==> config.mk <==
export PLATFORM = sky130hd
export DESIGN_NAME = prog_counter_host_flat
export DESIGN_NICKNAME = d
export VERILOG_FILES = /design/src/rtl/prog_counter_host_if.sv /design/src/rtl/prog_counter_host.sv /design/src/flat_wrapper.sv
export SDC_FILE = /design/constraint.sdc
export NUM_CORES = 1
export LEC_CHECK = 0
export ABC_AREA = 1
export CAP_MARGIN = 30
export CORE_AREA = 2 2 80 82
export CTS_CLUSTER_SIZE = 30
export DETAILED_ROUTE_END_ITERATION = 6
export DIE_AREA = 0 0 82 84
export PLACE_DENSITY = 0.58
export SYNTH_ARGS = -nofsm -noshare
export SYNTH_HDL_FRONTEND = slang
export SYNTH_SLANG_ARGS = --single-unit
==> constraint.sdc <==
create_clock -name clk -period 4.6 [get_ports clk]
set_clock_uncertainty 0.15 [all_clocks]
set_input_delay 0.69 -clock clk [delete_from_list [all_inputs] [get_ports clk]]
set_output_delay 0.69 -clock clk [all_outputs]
set_load 0.1 [all_outputs]
==> src/rtl/prog_counter_host_if.sv <==
// Command/response link between a command issuer and the counter host.
// master = command issuer, slave = prog_counter_host.
interface prog_counter_host_if #(
    parameter int WIDTH = 8
);
    logic             cmd_valid;
    logic             cmd_ready;
    logic [1:0]       cmd_op;
    logic [WIDTH-1:0] cmd_data;
    logic             rsp_valid;
    logic             rsp_ready;
    logic [WIDTH-1:0] rsp_data;
    logic             rsp_err;

    modport master (
        output cmd_valid, cmd_op, cmd_data, rsp_ready,
        input  cmd_ready, rsp_valid, rsp_data, rsp_err
    );

    modport slave (
        input  cmd_valid, cmd_op, cmd_data, rsp_ready,
        output cmd_ready, rsp_valid, rsp_data, rsp_err
    );
endinterface

==> src/rtl/prog_counter_host.sv <==
// Command-driven sequencer for an 8-bit programmable counter that shares a
// bidirectional data bus with this host. LOAD drives the bus and strobes the
// counter load, RUN pulses the count enable for a given number of cycles, READ
// lets the counter drive the bus and samples it. Every command yields exactly
// one response. All outputs come straight from flops; bus ownership always has
// at least one idle cycle (neither side driving) between owners.
module prog_counter_host #(
    parameter int WIDTH = 8
) (
    input  logic             clk,
    input  logic             rst_n,
    prog_counter_host_if.slave link,
    output logic             ctr_en,
    output logic             ctr_load,
    output logic             ctr_oe,
    output logic [WIDTH-1:0] bus_out,
    output logic             bus_oe,
    input  logic [WIDTH-1:0] bus_in,
    input  logic [WIDTH-1:0] ctr_q
);

    localparam logic [1:0] OP_LOAD = 2'b00;
    localparam logic [1:0] OP_RUN  = 2'b01;
    localparam logic [1:0] OP_READ = 2'b10;

    typedef enum logic [3:0] {
        IDLE,
        LD_SETUP,
        LD_STROBE,
        LD_REL,
        RUN,
        SETTLE,
        RD_TA,
        RD_SAMPLE,
        RESP
    } state_t;

    state_t           state;
    // Remaining enable cycles after the current one while in RUN.
    logic [WIDTH-1:0] run_left;

    // Sequencer: one state register plus every output, all registered so the
    // counter and bus pins never see combinational glitches.
    always_ff @(posedge clk or negedge rst_n) begin
        if (!rst_n) begin
            state          <= IDLE;
            run_left       <= '0;
            ctr_en         <= 1'b0;
            ctr_load       <= 1'b0;
            ctr_oe         <= 1'b0;
            bus_oe         <= 1'b0;
            bus_out        <= '0;
            link.cmd_ready <= 1'b1;
            link.rsp_valid <= 1'b0;
            link.rsp_err   <= 1'b0;
            link.rsp_data  <= '0;
        end else begin
            case (state)
                IDLE: begin
                    if (link.cmd_valid && link.cmd_ready) begin
                        link.cmd_ready <= 1'b0;
                        case (link.cmd_op)
                            OP_LOAD: begin
                                // Host takes the bus first; load strobes next cycle.
                                state   <= LD_SETUP;
                                bus_oe  <= 1'b1;
                                bus_out <= link.cmd_data;
                            end
                            OP_RUN: begin
                                if (link.cmd_data == '0) begin
                                    state <= SETTLE;
                                end else begin
                                    state    <= RUN;
                                    ctr_en   <= 1'b1;
                                    run_left <= link.cmd_data - WIDTH'(1);
                                end
                            end
                            OP_READ: begin
                                // Bus is already released by the host in IDLE.
                                state  <= RD_TA;
                                ctr_oe <= 1'b1;
                            end
                            default: begin
                                // Reserved op: reject without touching the counter.
                                state          <= RESP;
                                link.rsp_valid <= 1'b1;
                                link.rsp_err   <= 1'b1;
                                link.rsp_data  <= '0;
                            end
                        endcase
                    end
                end

                LD_SETUP: begin
                    state    <= LD_STROBE;
                    ctr_load <= 1'b1;
                end

                LD_STROBE: begin
                    // Drop load and bus together so ctr_load never outlives bus_oe.
                    state    <= LD_REL;
                    ctr_load <= 1'b0;
                    bus_oe   <= 1'b0;
                    bus_out  <= '0;
                end

                LD_REL: begin
                    // Counter has taken the load value; report what it now holds.
                    state          <= RESP;
                    link.rsp_valid <= 1'b1;
                    link.rsp_err   <= 1'b0;
                    link.rsp_data  <= ctr_q;
                end

                RUN: begin
                    if (run_left == '0) begin
                        state  <= SETTLE;
                        ctr_en <= 1'b0;
                    end else begin
                        run_left <= run_left - WIDTH'(1);
                    end
                end

                SETTLE: begin
                    // Last increment landed on the previous edge; ctr_q is final.
                    state          <= RESP;
                    link.rsp_valid <= 1'b1;
                    link.rsp_err   <= 1'b0;
                    link.rsp_data  <= ctr_q;
                end

                RD_TA: begin
                    // Turnaround cycle: counter drive settles before sampling.
                    state <= RD_SAMPLE;
                end

                RD_SAMPLE: begin
                    state          <= RESP;
                    ctr_oe         <= 1'b0;
                    link.rsp_valid <= 1'b1;
                    link.rsp_err   <= 1'b0;
                    link.rsp_data  <= bus_in;
                end

                RESP: begin
                    // Response held stable until the consumer takes it.
                    if (link.rsp_ready) begin
                        state          <= IDLE;
                        link.rsp_valid <= 1'b0;
                        link.rsp_err   <= 1'b0;
                        link.cmd_ready <= 1'b1;
                    end
                end

                default: begin
                    state          <= IDLE;
                    ctr_en         <= 1'b0;
                    ctr_load       <= 1'b0;
                    ctr_oe         <= 1'b0;
                    bus_oe         <= 1'b0;
                    bus_out        <= '0;
                    link.cmd_ready <= 1'b1;
                    link.rsp_valid <= 1'b0;
                    link.rsp_err   <= 1'b0;
                end
            endcase
        end
    end

endmodule

==> src/flat_wrapper.sv <==
// flat-port wrapper written by rule: the top's interface ports become plain ports
module prog_counter_host_flat 
#(
    parameter int WIDTH = 8
)
  (clk, rst_n, ctr_en, ctr_load, ctr_oe, bus_out, bus_oe, bus_in, ctr_q, link_cmd_valid, link_cmd_op, link_cmd_data, link_rsp_ready, link_cmd_ready, link_rsp_valid, link_rsp_data, link_rsp_err);
  prog_counter_host_if #(.WIDTH(WIDTH)) link_i ();
  input  logic clk;
  input  logic rst_n;
  output logic ctr_en;
  output logic ctr_load;
  output logic ctr_oe;
  output logic [WIDTH-1:0] bus_out;
  output logic bus_oe;
  input  logic [WIDTH-1:0] bus_in;
  input  logic [WIDTH-1:0] ctr_q;
  input wire logic [$bits(link_i.cmd_valid)-1:0] link_cmd_valid;
  input wire logic [$bits(link_i.cmd_op)-1:0] link_cmd_op;
  input wire logic [$bits(link_i.cmd_data)-1:0] link_cmd_data;
  input wire logic [$bits(link_i.rsp_ready)-1:0] link_rsp_ready;
  output wire logic [$bits(link_i.cmd_ready)-1:0] link_cmd_ready;
  output wire logic [$bits(link_i.rsp_valid)-1:0] link_rsp_valid;
  output wire logic [$bits(link_i.rsp_data)-1:0] link_rsp_data;
  output wire logic [$bits(link_i.rsp_err)-1:0] link_rsp_err;
  assign link_i.cmd_valid = link_cmd_valid;
  assign link_i.cmd_op = link_cmd_op;
  assign link_i.cmd_data = link_cmd_data;
  assign link_i.rsp_ready = link_rsp_ready;
  assign link_cmd_ready = link_i.cmd_ready;
  assign link_rsp_valid = link_i.rsp_valid;
  assign link_rsp_data = link_i.rsp_data;
  assign link_rsp_err = link_i.rsp_err;
  prog_counter_host #(.WIDTH(WIDTH)) u_core (.clk(clk), .rst_n(rst_n), .link(link_i), .ctr_en(ctr_en), .ctr_load(ctr_load), .ctr_oe(ctr_oe), .bus_out(bus_out), .bus_oe(bus_oe), .bus_in(bus_in), .ctr_q(ctr_q));
endmodule
[Word level (Yosys, flattened, before mapping)]
Index checks and enable logic that the tools add are counted.
W data, S select, Z words.
Word-level totals
  flip-flop bits (word level): 35
  input bits: 30
  output and inout port bits: 23
Cells by class
  add/subtract/negate cells: 2
  eq/ne operators: 19
  muxes and demuxes: 37
  bitwise logic cells: 5
  reductions and logical operators: 24
Operators with widths (number)
  $mux W8: 8
  $reduce_or A7 Y1: 5
  $pmux W8 S2: 2
  $pmux W4 S7: 1
  $pmux W8 S3: 1
  $eq A4 B3 Y1 const B: 4
  $logic_not A8 Y1: 2
  $sub A8 B1 Y8 const B: 2
  $reduce_and A3 Y1: 5
  $mux W1: 14
  $ne A2 B2 Y1 const B: 7
  $mux W4: 3
  $pmux W4 S3: 1
  $reduce_and A5 Y1: 2
  $pmux W1 S3: 3
  $eq A4 B2 Y1 const B: 2
  $pmux W1 S2: 3
  $reduce_or A3 Y1: 2
  $not A1 Y1: 5
  $eq A4 B1 Y1 const B: 1
  $eq A4 B4 Y1 const B: 1
  $logic_not A4 Y1: 1
  $ne A2 B1 Y1 const B: 2
  $pmux W1 S4: 1
  9 further kinds: 9

[Depth between registers and ports, before layout]
Gate-level depths: netlist of the first run.
  depth after elaboration: 5
  mapped depth: 13
  depth with buffers taken out: 12

[Worst setup path before layout of the first run]
Ideal clock, no wire load.
  path kind: register -> register
  from: reg u_core.link.cmd_ready
  to: reg u_core.link.rsp_data[0]
  setup time: 0.122 ns
  data arrival time: 1.585 ns
  required time: 4.328 ns
  path slack: 2.743 ns
  stages on the path, launching flop included: 8
  clock period less this slack: 1.857 ns
  cells stage by stage: dfstp_2 nand2_1 nand2_2 nand2_1 inv_1 nand3_2 nand2_1 nand2_1
Between the ends
  longest elaborated chain between the ends: 3
RTL lines
  from (decl): RTL line prog_counter_host_if.sv:22  | output cmd_ready, rsp_valid, rsp_data, rsp_err
  from (signal assigned): RTL line prog_counter_host.sv:53  | link.cmd_ready <= 1'b1;
  from (signal assigned): RTL line prog_counter_host.sv:61  | link.cmd_ready <= 1'b0;
  from (signal assigned): RTL line prog_counter_host.sv:151  | link.cmd_ready <= 1'b1;
  $logic_and A1 B1 Y1: RTL line prog_counter_host.sv:60  | if (link.cmd_valid && link.cmd_ready) begin
  $ne A2 B1 Y1 (no source line)
  $reduce_and A3 Y1 (no source line)
  to (signal assigned): RTL line prog_counter_host.sv:112  | link.rsp_data <= ctr_q;
  to (signal assigned): RTL line prog_counter_host.sv:129  | link.rsp_data <= ctr_q;
  to (signal assigned): RTL line prog_counter_host.sv:142  | link.rsp_data <= bus_in;
  to (decl): RTL line prog_counter_host_if.sv:22
No other way between the ends.
A chain may end at the register's enable or synchronous reset.

[Final worst setup path of the first run]
  from: reg u_core.link.cmd_ready
  to: out link_cmd_ready
RTL lines
  to (decl): RTL line flat_wrapper.sv:21  | output wire logic [$bits(link_i.cmd_ready)-1:0] link_cmd_ready;
No word-level cell between the ends.

==> results.md, run 1 <==
- Remaining DRCs: 0
- Pins Over Slew Limit: 0
- Crit path max-delay cell type: sky130_fd_sc_hd__clkdlybuf4s50_1
- Global-route usage over all layers: 0.159
- Cell Area, Synth: 0.00212 mm2
- Setup crit start kind: flop
- Final Hold Fails: 0
- Final setup violation count: 0
- Estimated wirelength of the detail-placed design: 3890 um
- Setup repair after global routing missed its margin: no
- First-pass GRT wire length: 8620 um
- Category of the most critical setup path: reg -> out
- Placement row count: 29
- Sink count of the clock tree: 35
- Die boundary width: 82 um
- Buffers inserted by post-CTS timing repair: 0
- Number of global-route vias before repair: 1923
- Slew at the pin closest to its max-slew limit: 0.983 ns
- Worst min path class: reg -> reg
- Post-synth EDFFs: 0
- Final routed wirelength across all metal layers: 5020 um
- Post-synth top cells: 94 x sky130_fd_sc_hd__nand2_1, 34 x sky130_fd_sc_hd__dfrtp_1, 29 x sky130_fd_sc_hd__inv_1
- Initial standard-cell utilization of the core: 0.347
- Average instance area after synthesis: 7.73 um2
- Fraction of the cycle the final worst path needs: 0.607
- Number of vias after detailed routing: 1905
- Final core utilization: 0.463
- Post-DRT Antenna Nets: 0
- Power per cell area: 227 mW/mm2
- Leakage power total: 1.42 nW
- Net count of the mapped netlist: 309
- Worst-skew pair later-pin latency: 0.29 ns
- Result of the run: complete, no violations
- Chain of cells forming the critical path: clkdlybuf4s50_1
- Final total power: 642 uW
- Clock transition time at the flip-flop clock pins of the worst setup and hold paths: 0.07 ns
- DRT Pass-1 Iters: 4
- Area of the die: 0.00689 mm2
- Final Net Count: 366
- Category of cells accounting for the largest share of critical-path delay: buffers and inverters
- Most used flip-flop cell after synthesis: sky130_fd_sc_hd__dfrtp_1
- Share of synthesized area occupied by flip-flops and latches: 0.414
- Number of antenna violations at the first check in global routing: 0
- Largest buffer count on any clock path: 2
- Sum of buffers and inverters on the critical path: 1
- Maximum cell stage delay along the critical path: 1.13 ns
- Fillers: 616
- Maximum level of the CTS H-tree: 2
- Clock tree from TritonCTS: done
- Maximum VDD drop: 0.148 mV
- Area delta synth->final: 33.5%
- Worst rel slew slack: 0.343
- Crit-path max FO: 3
- Number of vias per cell: 4.66
- Count of maximum capacitance violations: 0
- Port Buffers: 52
- Number of buffers created by CTS: 5
- Post-DR wirelength/cell: 12.3 um
- Worst EP required: 3.76 ns
- Proportion of layout cells with a drive suffix above 1: 0.148
- Top-Level Pins: 53
- CP Capture Type: primary output
- Total number of yosys warnings: 0
- Min Tclk post-route: 2.79 ns
- Synth area leaders: sky130_fd_sc_hd__dfrtp_1 40%, sky130_fd_sc_hd__nand2_1 17%, sky130_fd_sc_hd__inv_1 5.1%
- Syn Inst Count: 274
- #FFs+latches synth: 35
- Largest net degree at the start of global routing: 36
- Cell variety after synth: 28
- Residual overflow from global routing: 0
- Clock root buffer master: sky130_fd_sc_hd__clkbuf_8
- Fmax achieved: 358 MHz
- Area of the core: 0.00610 mm2
- Antenna diode count: 0
- Post-CTS resize count: 0
- RD Place Congestion: 0.871
- Share of the synthesized area in the top cell type: 0.402
- Cell taking the most area after synthesis: sky130_fd_sc_hd__dfrtp_1
- Data arrival time at the worst-slack endpoint: 1.95 ns
- Top-count cell post-synth: sky130_fd_sc_hd__nand2_1
- Number of DRC violations after detailed-routing iteration 0: 82
- Post-cts hold buffer count: 0
- Total negative slack for setup checks: 0 ns
- Die Y: 84 um
- Async S/R FF share, synth: 1.00
==> flip-flops by register name, summed over array words and instances (netlist names) <==
| signal | cells |
|---|---|
| u_core.bus_oe | 1 |
| u_core.bus_out | 8 |
| u_core.ctr_en | 1 |
| u_core.ctr_load | 1 |
| u_core.ctr_oe | 1 |
| u_core.link.cmd_ready | 1 |
| u_core.link.rsp_data | 8 |
| u_core.link.rsp_err | 1 |
| u_core.link.rsp_valid | 1 |
| u_core.run_left | 8 |
| u_core.state | 4 |
==> layout make-up <==
class | count | area (um2) | area share
multi-input cells | 199 | 1070 | 0.378
clock buffers | 6 | 82.6 | 0.0292
flip-flops and latches | 35 | 877 | 0.310
inverters | 37 | 139 | 0.0492
repair buffers | 53 | 528 | 0.187
well taps | 77 | 96.3 | 0.0341
clock inverters | 2 | 35.0 | 0.0124
==> tightest hold or removal path, cell delays in order (launching register included) <==
cell	delay [ns]
sky130_fd_sc_hd__dfrtp_1	0.35
sky130_fd_sc_hd__nand2_1	0.05
sky130_fd_sc_hd__nand2_1	0.05
==> path summary, 6_finish.rpt <==
check	from	cells past startpoint	slack, ns	end
max in group asynchronous	rst_n	2	3.27	u_core.link.cmd_ready$_DFFE_PN1P_
setup / recovery	u_core.link.cmd_ready$_DFFE_PN1P_	1	1.81	link_cmd_ready
hold reg to reg	u_core.link.rsp_data[4]$_DFFE_PN0P_	2	0.32	u_core.link.rsp_data[4]$_DFFE_PN0P_
min in group asynchronous	rst_n	2	0.67	u_core.bus_out[5]$_DFFE_PN0P_
hold / removal	u_core.link.rsp_data[4]$_DFFE_PN0P_	2	0.32	u_core.link.rsp_data[4]$_DFFE_PN0P_
setup reg to reg	u_core.state[3]$_DFFE_PN0P_	8	2.62	u_core.link.rsp_data[2]$_DFFE_PN0P_
==> kinds of logic after synthesis <==
family | synth area share
buf+inv | 0.0816
compound gates | 0.116
flops | 0.414
xor+xnor | 0.00828
simple gates | 0.350
fa+ha+maj | 0.0296
==> layer usage <==
metal  vias up  part of all wire  wire, um  global-route usage
li1        979                 -         -                   -
met1       862              0.46      2310               0.202
met2        56              0.47      2360               0.262
met3         8             0.056       280              0.0444
met4         0             0.016        78              0.0424
met5         -                 0         0                   0
==> placed cells by master (no fill, tap or decap), drive strengths merged <==
cell             n
nand2          105
nand4            3
ha               5
clkdlybuf4s50   52
clkinv           2
xnor2            2
o21ai           23
dfrtp           34
dfstp            1
inv             36
clkbuf           6
o22ai            1
a22oi            8
nand3           19
a21oi            6
nor3             2
buf              1
bufinv           1
nor2            24
o2111ai          1
==> per-stage QoR <==
stage               setup WS [ns]  hold WS (ns)  cells  instance area [um2]
floorplan                    2.74         0.244    274                 2120
global placement             2.12         0.304    401                 2710
CTS                          1.80         0.327    409                 2830
detailed placement           2.11         0.308    401                 2710
finish                       1.81         0.325    409                 2830
global route                 1.77         0.346    409                 2830
==> where the power goes <==
| group | switching, mW | internal, mW | total (mW) |
|---|---|---|---|
| Combinational | 0.0199 | 0.0250 | 0.0449 |
| Clock | 0.113 | 0.175 | 0.289 |
| Sequential | 0.000247 | 0.308 | 0.308 |
No activity file was read; power rests on OpenSTA's default activity.
==> inputs of run 2 (changes only) <==
- PLACE_DENSITY: 0.58 -> 0.6
- clock period: 4.6 -> 2.4 ns (I/O delays scaled with it)
==> run 2 against run 1 <==
Sequential power increased by 92%. Clock power increased by 96%. Sequential share of layout area increased by 0.52 points. Die area unchanged. Combinational power increased by 93%. Worst hold slack improved by 0.0030 ns. Critical path depth increased by 7. Count of clock-buffer cells in the layout unchanged. Highest routed layer unchanged.
==> results.md, run 2 (same netlist as run 1, synthesis figures left out) <==
- Maximum VDD drop: 0.278 mV (+88%)
- Power dissipated by switching net loads: 263 uW (+97%)
- Number of vias per cell: 4.67 (+0.23%)
- Data arrival time at the worst-slack endpoint: 1.95 ns (about the same)
- Post-CTS resize count: 0 (unchanged)
- Category of the most critical setup path: reg -> reg
- Worst-skew pair later-pin latency: 0.29 ns (about the same)
- Proportion of layout cells with a drive suffix above 1: 0.219 (+0.0716)
- Number of antenna violations at the first check in global routing: 0 (unchanged)
- Clock power share: 0.455 (+0.005)
- Maximum level of the CTS H-tree: 2 (unchanged)
- Largest buffer count on any clock path: 2 (unchanged)
- Setup repair after global routing missed its margin: no
- Post-Place Cell Area: 0.00266 mm2 (-1.8%)
- Final routed wirelength across all metal layers: 5010 um (-0.28%)
- Worst min path class: reg -> reg
- Most frequent standard cell in the layout excluding fill and tap cells: sky130_fd_sc_hd__nand2_1
- Port Buffers: 52 (unchanged)
- Fmax achieved: 520 MHz
- Worst EP required: 2.42 ns (-1.34 ns)
- Final Instance Area: 0.00278 mm2 (-1.6%)
- R2R setup slack: 0.48 ns (-2.14 ns)
- Area of the core: 0.00610 mm2 (unchanged)
- Initial standard-cell utilization of the core: 0.347 (unchanged)
- Final Net Count: 367 (+0.27%)
- Slew at the pin closest to its max-slew limit: 0.468 ns (-0.515 ns)
- Fraction of the cycle the final worst path needs: 0.802
- Number of buffers created by CTS: 5 (unchanged)
- Leakage power total: 1.47 nW (+3.7%)
- Count of maximum capacitance violations: 0 (unchanged)
- Estimated wirelength of the detail-placed design: 3850 um (-1.1%)
- Number of DRC violations after detailed-routing iteration 0: 79 (-3.7%)
- Min Tclk post-route: 1.92 ns
- Final setup violation count: 0 (unchanged)
- Proportion of power drawn by combinational gates: 0.070 (about the same)
- Remaining DRCs: 0 (unchanged)
- Post-DR wirelength/cell: 12.2 um (-0.52%)
- Worst rel slew slack: 0.688 (+0.345)
- Die boundary width: 82 um (unchanged)
- Post-DRT Antenna Nets: 0 (unchanged)
- Total negative slack for setup checks: 0 ns (unchanged)
- Placement row count: 29 (unchanged)
- Result of the run: complete, no violations
- Power per cell area: 447 mW/mm2 (+97%)
- First-pass GRT wire length: 8560 um (-0.72%)
- CP Capture Type: flop
- Commonest cells after routing, fill and taps aside: 94 x sky130_fd_sc_hd__nand2_1, 34 x sky130_fd_sc_hd__dfrtp_1, 29 x sky130_fd_sc_hd__inv_1, 29 x sky130_fd_sc_hd__clkdlybuf4s50_1, 25 x sky130_fd_sc_hd__buf_4
- Final Hold Fails: 0 (unchanged)
- Die Y: 84 um (unchanged)
- Sink count of the clock tree: 35 (unchanged)
- Number of vias after detailed routing: 1914 (+0.47%)
- Portion of total power attributed to sequential cells: 0.475 (-0.005)
- Pins Over Slew Limit: 0 (unchanged)
- Switching Fraction: 0.212 (+0.00398)
- Crit-path max FO: 14 (+11)
- Area of the die: 0.00689 mm2 (unchanged)
- Largest net degree at the start of global routing: 36 (unchanged)
- DRT Pass-1 Iters: 4 (unchanged)
- Top flop regs: u_core.bus_out: 8 flops, u_core.link.rsp_data: 8 flops, u_core.run_left: 8 flops
- Residual overflow from global routing: 0 (unchanged)
- RD Place Congestion: 0.893 (+2.6%)
- Post-cts hold buffer count: 0 (unchanged)
- Clock tree from TritonCTS: done
- Number of global-route vias before repair: 1921 (-0.10%)
- P_int: 979 uW (+93%)
- Clock transition time at the flip-flop clock pins of the worst setup and hold paths: 0.08 ns (about the same)
- Top-Level Pins: 53 (unchanged)
- Global-route usage over all layers: 0.156 (-0.00276)
- Clock root buffer master: sky130_fd_sc_hd__clkbuf_8
- Area delta synth->final: 31.3%
- Setup crit start kind: flop
- Antenna diode count: 0 (unchanged)
- Buffers inserted by post-CTS timing repair: 0 (unchanged)
[run 2: worst max-delay path, cell delays in order (launching register included)]
cell and delay [ns]:
sky130_fd_sc_hd__dfrtp_1 0.44, sky130_fd_sc_hd__nor2_4 0.25, sky130_fd_sc_hd__nand2_2 0.15, sky130_fd_sc_hd__inv_2 0.23, sky130_fd_sc_hd__nor2_2 0.09, sky130_fd_sc_hd__nor2_4 0.26, sky130_fd_sc_hd__inv_1 0.12, sky130_fd_sc_hd__nand2_1 0.07
sky130_fd_sc_hd__nand2_1 0.05
[run 2: worst paths after layout]
path | startpoint | depth (start not counted) | endpoint
max in group asynchronous | rst_n | 2 | u_core.link.cmd_ready$_DFFE_PN1P_
setup / recovery | u_core.state[1]$_DFFE_PN0P_ | 8 | u_core.run_left[5]$_DFFE_PN0P_
min in group asynchronous | rst_n | 2 | u_core.bus_out[6]$_DFFE_PN0P_
hold / removal | u_core.link.rsp_data[7]$_DFFE_PN0P_ | 2 | u_core.link.rsp_data[7]$_DFFE_PN0P_
setup reg to reg | u_core.state[1]$_DFFE_PN0P_ | 8 | u_core.run_left[5]$_DFFE_PN0P_
hold reg to reg | u_core.link.rsp_data[7]$_DFFE_PN0P_ | 2 | u_core.link.rsp_data[7]$_DFFE_PN0P_
[run 2: area by class of cell]
type	instances	area, um2
clock buffer	6	82.6
inverter	37	139
tap	77	96.3
clock inverter	2	38.8
sequential	35	877
timing repair buffer	54	478
multi-input combinational	199	1070
fill	629	3320
[run 2: metal layers]
layer | global-route usage | wire (um)
met5 | 0 | 0
met4 | 0.0409 | 74
met3 | 0.0400 | 270
met2 | 0.254 | 2270
met1 | 0.204 | 2390
[run 2: power by group through the flow]
| stage | Clock (mW) | Combinational, mW | Sequential [mW] |
|---|---|---|---|
| after floorplan | 0 | 0.0113 | 0.609 |
| after global placement | 0 | 0.0876 | 0.602 |
| after detailed placement | 0 | 0.0881 | 0.602 |
| after CTS | 0.584 | 0.0886 | 0.591 |
| after global routing | 0.612 | 0.0960 | 0.591 |
| final | 0.565 | 0.0868 | 0.591 |
[run 2: through the flow]
step           worst slack [ns]  hold WS (ns)  power (mW)  cells   util
2_1_floorplan             0.543       -0.0856       0.620    274      -
3_3_place_gp              0.312         0.308       0.690    402  0.436
3_5_place_dp              0.263         0.312       0.690    402  0.436
4_1_cts                   0.455         0.331        1.26    410  0.456
5_1_grt                   0.268         0.344        1.30    410  0.456
6_report                  0.476         0.328        1.24    410  0.456
==> inputs of run 3 (changes only) <==
- clock period: 2.4 -> 1.6 ns (I/O delays scaled with it)
==> run 3 against run 2 <==
First-iteration DRC count decreased by 5.1%. Critical path depth increased by 4. Critical path type unchanged. Register-to-register slack got worse by 0.63 ns. The run now ends with setup timing left. Final cell count increased by 16%. Via count increased by 18%. Worst setup slack got worse by 0.63 ns. Combinational power increased by 83%.
==> results.md, run 3 (same netlist as run 1, synthesis figures left out) <==
- Result of the run: finished with violations
- Failing checks: setup timing
- Die boundary width: 82 um (unchanged)
- Worst-skew pair later-pin latency: 0.29 ns (about the same)
- Worst min path class: in -> async
- RD Place Congestion: 0.864 (-3.3%)
- Final Hold Fails: 0 (unchanged)
- Die Y: 84 um (unchanged)
- Number of instances in the placed design: 446 (+11%)
- Port Buffers: 52 (unchanged)
- Post-DRT Antenna Nets: 0 (unchanged)
- Number of global-route vias before repair: 2178 (+13%)
- Estimated wirelength of the detail-placed design: 4260 um (+11%)
- Pins Over Slew Limit: 0 (unchanged)
- Setup repair after global routing missed its margin: yes
- Area of the die: 0.00689 mm2 (unchanged)
- Final core utilization: 0.628 (+0.172)
- Post-DR wirelength/cell: 13.3 um (+8.5%)
- Number of antenna violations at the first check in global routing: 0 (unchanged)
- Fraction of the cycle the final worst path needs: 1.10 (+0.297)
- Leakage power total: 1.89 nW (+28%)
- Residual overflow from global routing: 0 (unchanged)
- Sink count of the clock tree: 35 (unchanged)
- Global-route usage over all layers: 0.177 (+0.0209)
- Setup crit start kind: flop
- First-pass GRT wire length: 9600 um (+12%)
- Crit path max-delay cell type: sky130_fd_sc_hd__dfrtp_2
- Antenna diode count: 0 (unchanged)
- Maximum cell stage delay along the critical path: 0.45 ns (about the same)
- Non-Filler Instances: 474 (+16%)
- Data arrival time at the worst-slack endpoint: 1.79 ns (-0.16 ns)
- Power per cell area: 458 mW/mm2 (+2.4%)
- Fmax achieved: 569 MHz (+9.4%)
- Number of vias per cell: 4.76 (+1.9%)
- Final total power: 1.75 mW (+41%)
- CP Capture Type: flop
- Number of vias after detailed routing: 2254 (+18%)
- Worst rel slew slack: 0.755 (+0.0676)
- Initial standard-cell utilization of the core: 0.347 (unchanged)
- Clock root buffer master: sky130_fd_sc_hd__clkbuf_8
- Count of maximum capacitance violations: 0 (unchanged)
- Number of DRC violations after detailed-routing iteration 0: 75 (-5.1%)
- Largest buffer count on any clock path: 2 (unchanged)
- Top flop regs: u_core.bus_out: 8 flops, u_core.link.rsp_data: 8 flops, u_core.run_left: 8 flops
- Crit-path max FO: 6 (-8)
- Critical path origin: u_core.state[3]$_DFFE_PN0P_
- Final routed wirelength across all metal layers: 6280 um (+25%)
- Top-Level Pins: 53 (unchanged)
- Fillers: 528 (-16%)
- Final Net Count: 431 (+17%)
- DRT Pass-1 Iters: 4 (unchanged)
- Proportion of layout cells with a drive suffix above 1: 0.474 (+0.254)
- Clock transition time at the flip-flop clock pins of the worst setup and hold paths: 0.07 ns (about the same)
- Most common cell type on the critical path: sky130_fd_sc_hd__nand2_2
- Clock tree from TritonCTS: done
- Maximum VDD drop: 0.382 mV (+37%)
- Remaining DRCs: 0 (unchanged)
- Slew at the pin closest to its max-slew limit: 0.367 ns (-0.101 ns)
- Placement row count: 29 (unchanged)
- Reg-to-Reg Start: u_core.state[3]$_DFFE_PN0P_
- Area of the core: 0.00610 mm2 (unchanged)
- Largest net degree at the start of global routing: 36 (unchanged)
- Chain of cells forming the critical path: inv_2 > nand2_4 > nor2_4 > nand2_2 > nand2_2 > nand2_4 > inv_4 > nand2_2 > nand2_2 > nand2_2 > nand2_2 > o21ai_2
- Category of the most critical setup path: reg -> reg
- Commonest cells after routing, fill and taps aside: 70 x sky130_fd_sc_hd__nand2_1, 55 x sky130_fd_sc_hd__buf_4, 30 x sky130_fd_sc_hd__dfrtp_1
- Most frequent standard cell in the layout excluding fill and tap cells: sky130_fd_sc_hd__nand2_1
- Worst EP required: 1.63 ns (-0.79 ns)
- Final setup violation count: 32 (+32)
- Worst setup margin: -0.159 ns (-0.634 ns)
- Maximum level of the CTS H-tree: 2 (unchanged)
- Worst hold slack after final layout: 0.173 ns (-0.155 ns)
- Number of buffers created by CTS: 5 (unchanged)
- Min Tclk post-route: 1.76 ns (-0.166 ns)
- Area delta synth->final: 80.7%
## run 3: cell count changes in the layout (fill, tap and decap cells not counted), moves of 5 or more
cell,change
sky130_fd_sc_hd__buf_6,+6
sky130_fd_sc_hd__inv_1,-5
sky130_fd_sc_hd__nand2_2,+20
sky130_fd_sc_hd__nand2_1,-24
sky130_fd_sc_hd__buf_12,+25
sky130_fd_sc_hd__nand3_1,-6
sky130_fd_sc_hd__buf_4,+30
sky130_fd_sc_hd__nand2_4,+6
## run 3: what timing repair did
action | CTS | global route
gates cloned | 1 | 2
pin swaps | 7 | 26
gates resized for setup | 27 | 49
endpoints found under the setup margin | 32 | 35
hold buffers | 0 | 0
setup buffers | 5 | 13
## run 3: per-layer routing
| metal | part of all wire | wire length, um | GRT usage |
|---|---|---|---|
| met3 | 0.052 | 325 | 0.0368 |
| met2 | 0.53 | 3300 | 0.305 |
| met5 | 0 | 0 | 0 |
| met1 | 0.40 | 2520 | 0.220 |
| met4 | 0.021 | 133 | 0.0485 |
## run 3: worst max-delay path: cells and delay by family (launching register included)
family          cells  cell delay (ns)
flops               1             0.45
buf+inv             2             0.16
simple gates        9             0.82
compound gates      1             0.05
## run 3: power breakdown
group | switching, mW | internal (mW) | total, mW
clock network | 0.314 | 0.393 | 0.707
registers | 0.00146 | 0.886 | 0.887
logic | 0.0649 | 0.0937 | 0.159
## run 3: area by class of cell
type	instances	area (um2)	area share
clock buffers	8	100	0.0262
inverters	37	149	0.0389
multi-input cells	202	1320	0.346
flip-flops and latches	35	886	0.232
well taps	77	96.3	0.0252
repair buffers	115	1270	0.332
## run 3: path summary, 6_finish.rpt
path / to / slack [ns] / cells after the start
setup / recovery: u_core.run_left[4]$_DFFE_PN0P_ / -0.16 / 12
hold / removal: u_core.bus_out[5]$_DFFE_PN0P_ / 0.17 / 2
setup reg to reg: u_core.run_left[4]$_DFFE_PN0P_ / -0.16 / 12
hold reg to reg: u_core.link.rsp_data[7]$_DFFE_PN0P_ / 0.38 / 2
max in group asynchronous: u_core.link.cmd_ready$_DFFE_PN1P_ / 0.88 / 2
min in group clk: u_core.link.rsp_data[7]$_DFFE_PN0P_ / 0.38 / 2
## run 3: per-stage QoR
| stage | worst slack [ns] | cell area, um2 | setup TNS [ns] |
|---|---|---|---|
| 2_1_floorplan | -0.0365 | 2140 | -0.785 |
| 6_report | -0.159 | 3830 | -3.16 |
| 4_1_cts | -0.0976 | 3550 | -1.35 |
| 5_1_grt | -0.269 | 3830 | -6.22 |
| 3_3_place_gp | -0.302 | 3310 | -7.05 |
| 3_5_place_dp | -0.333 | 3310 | -7.59 |
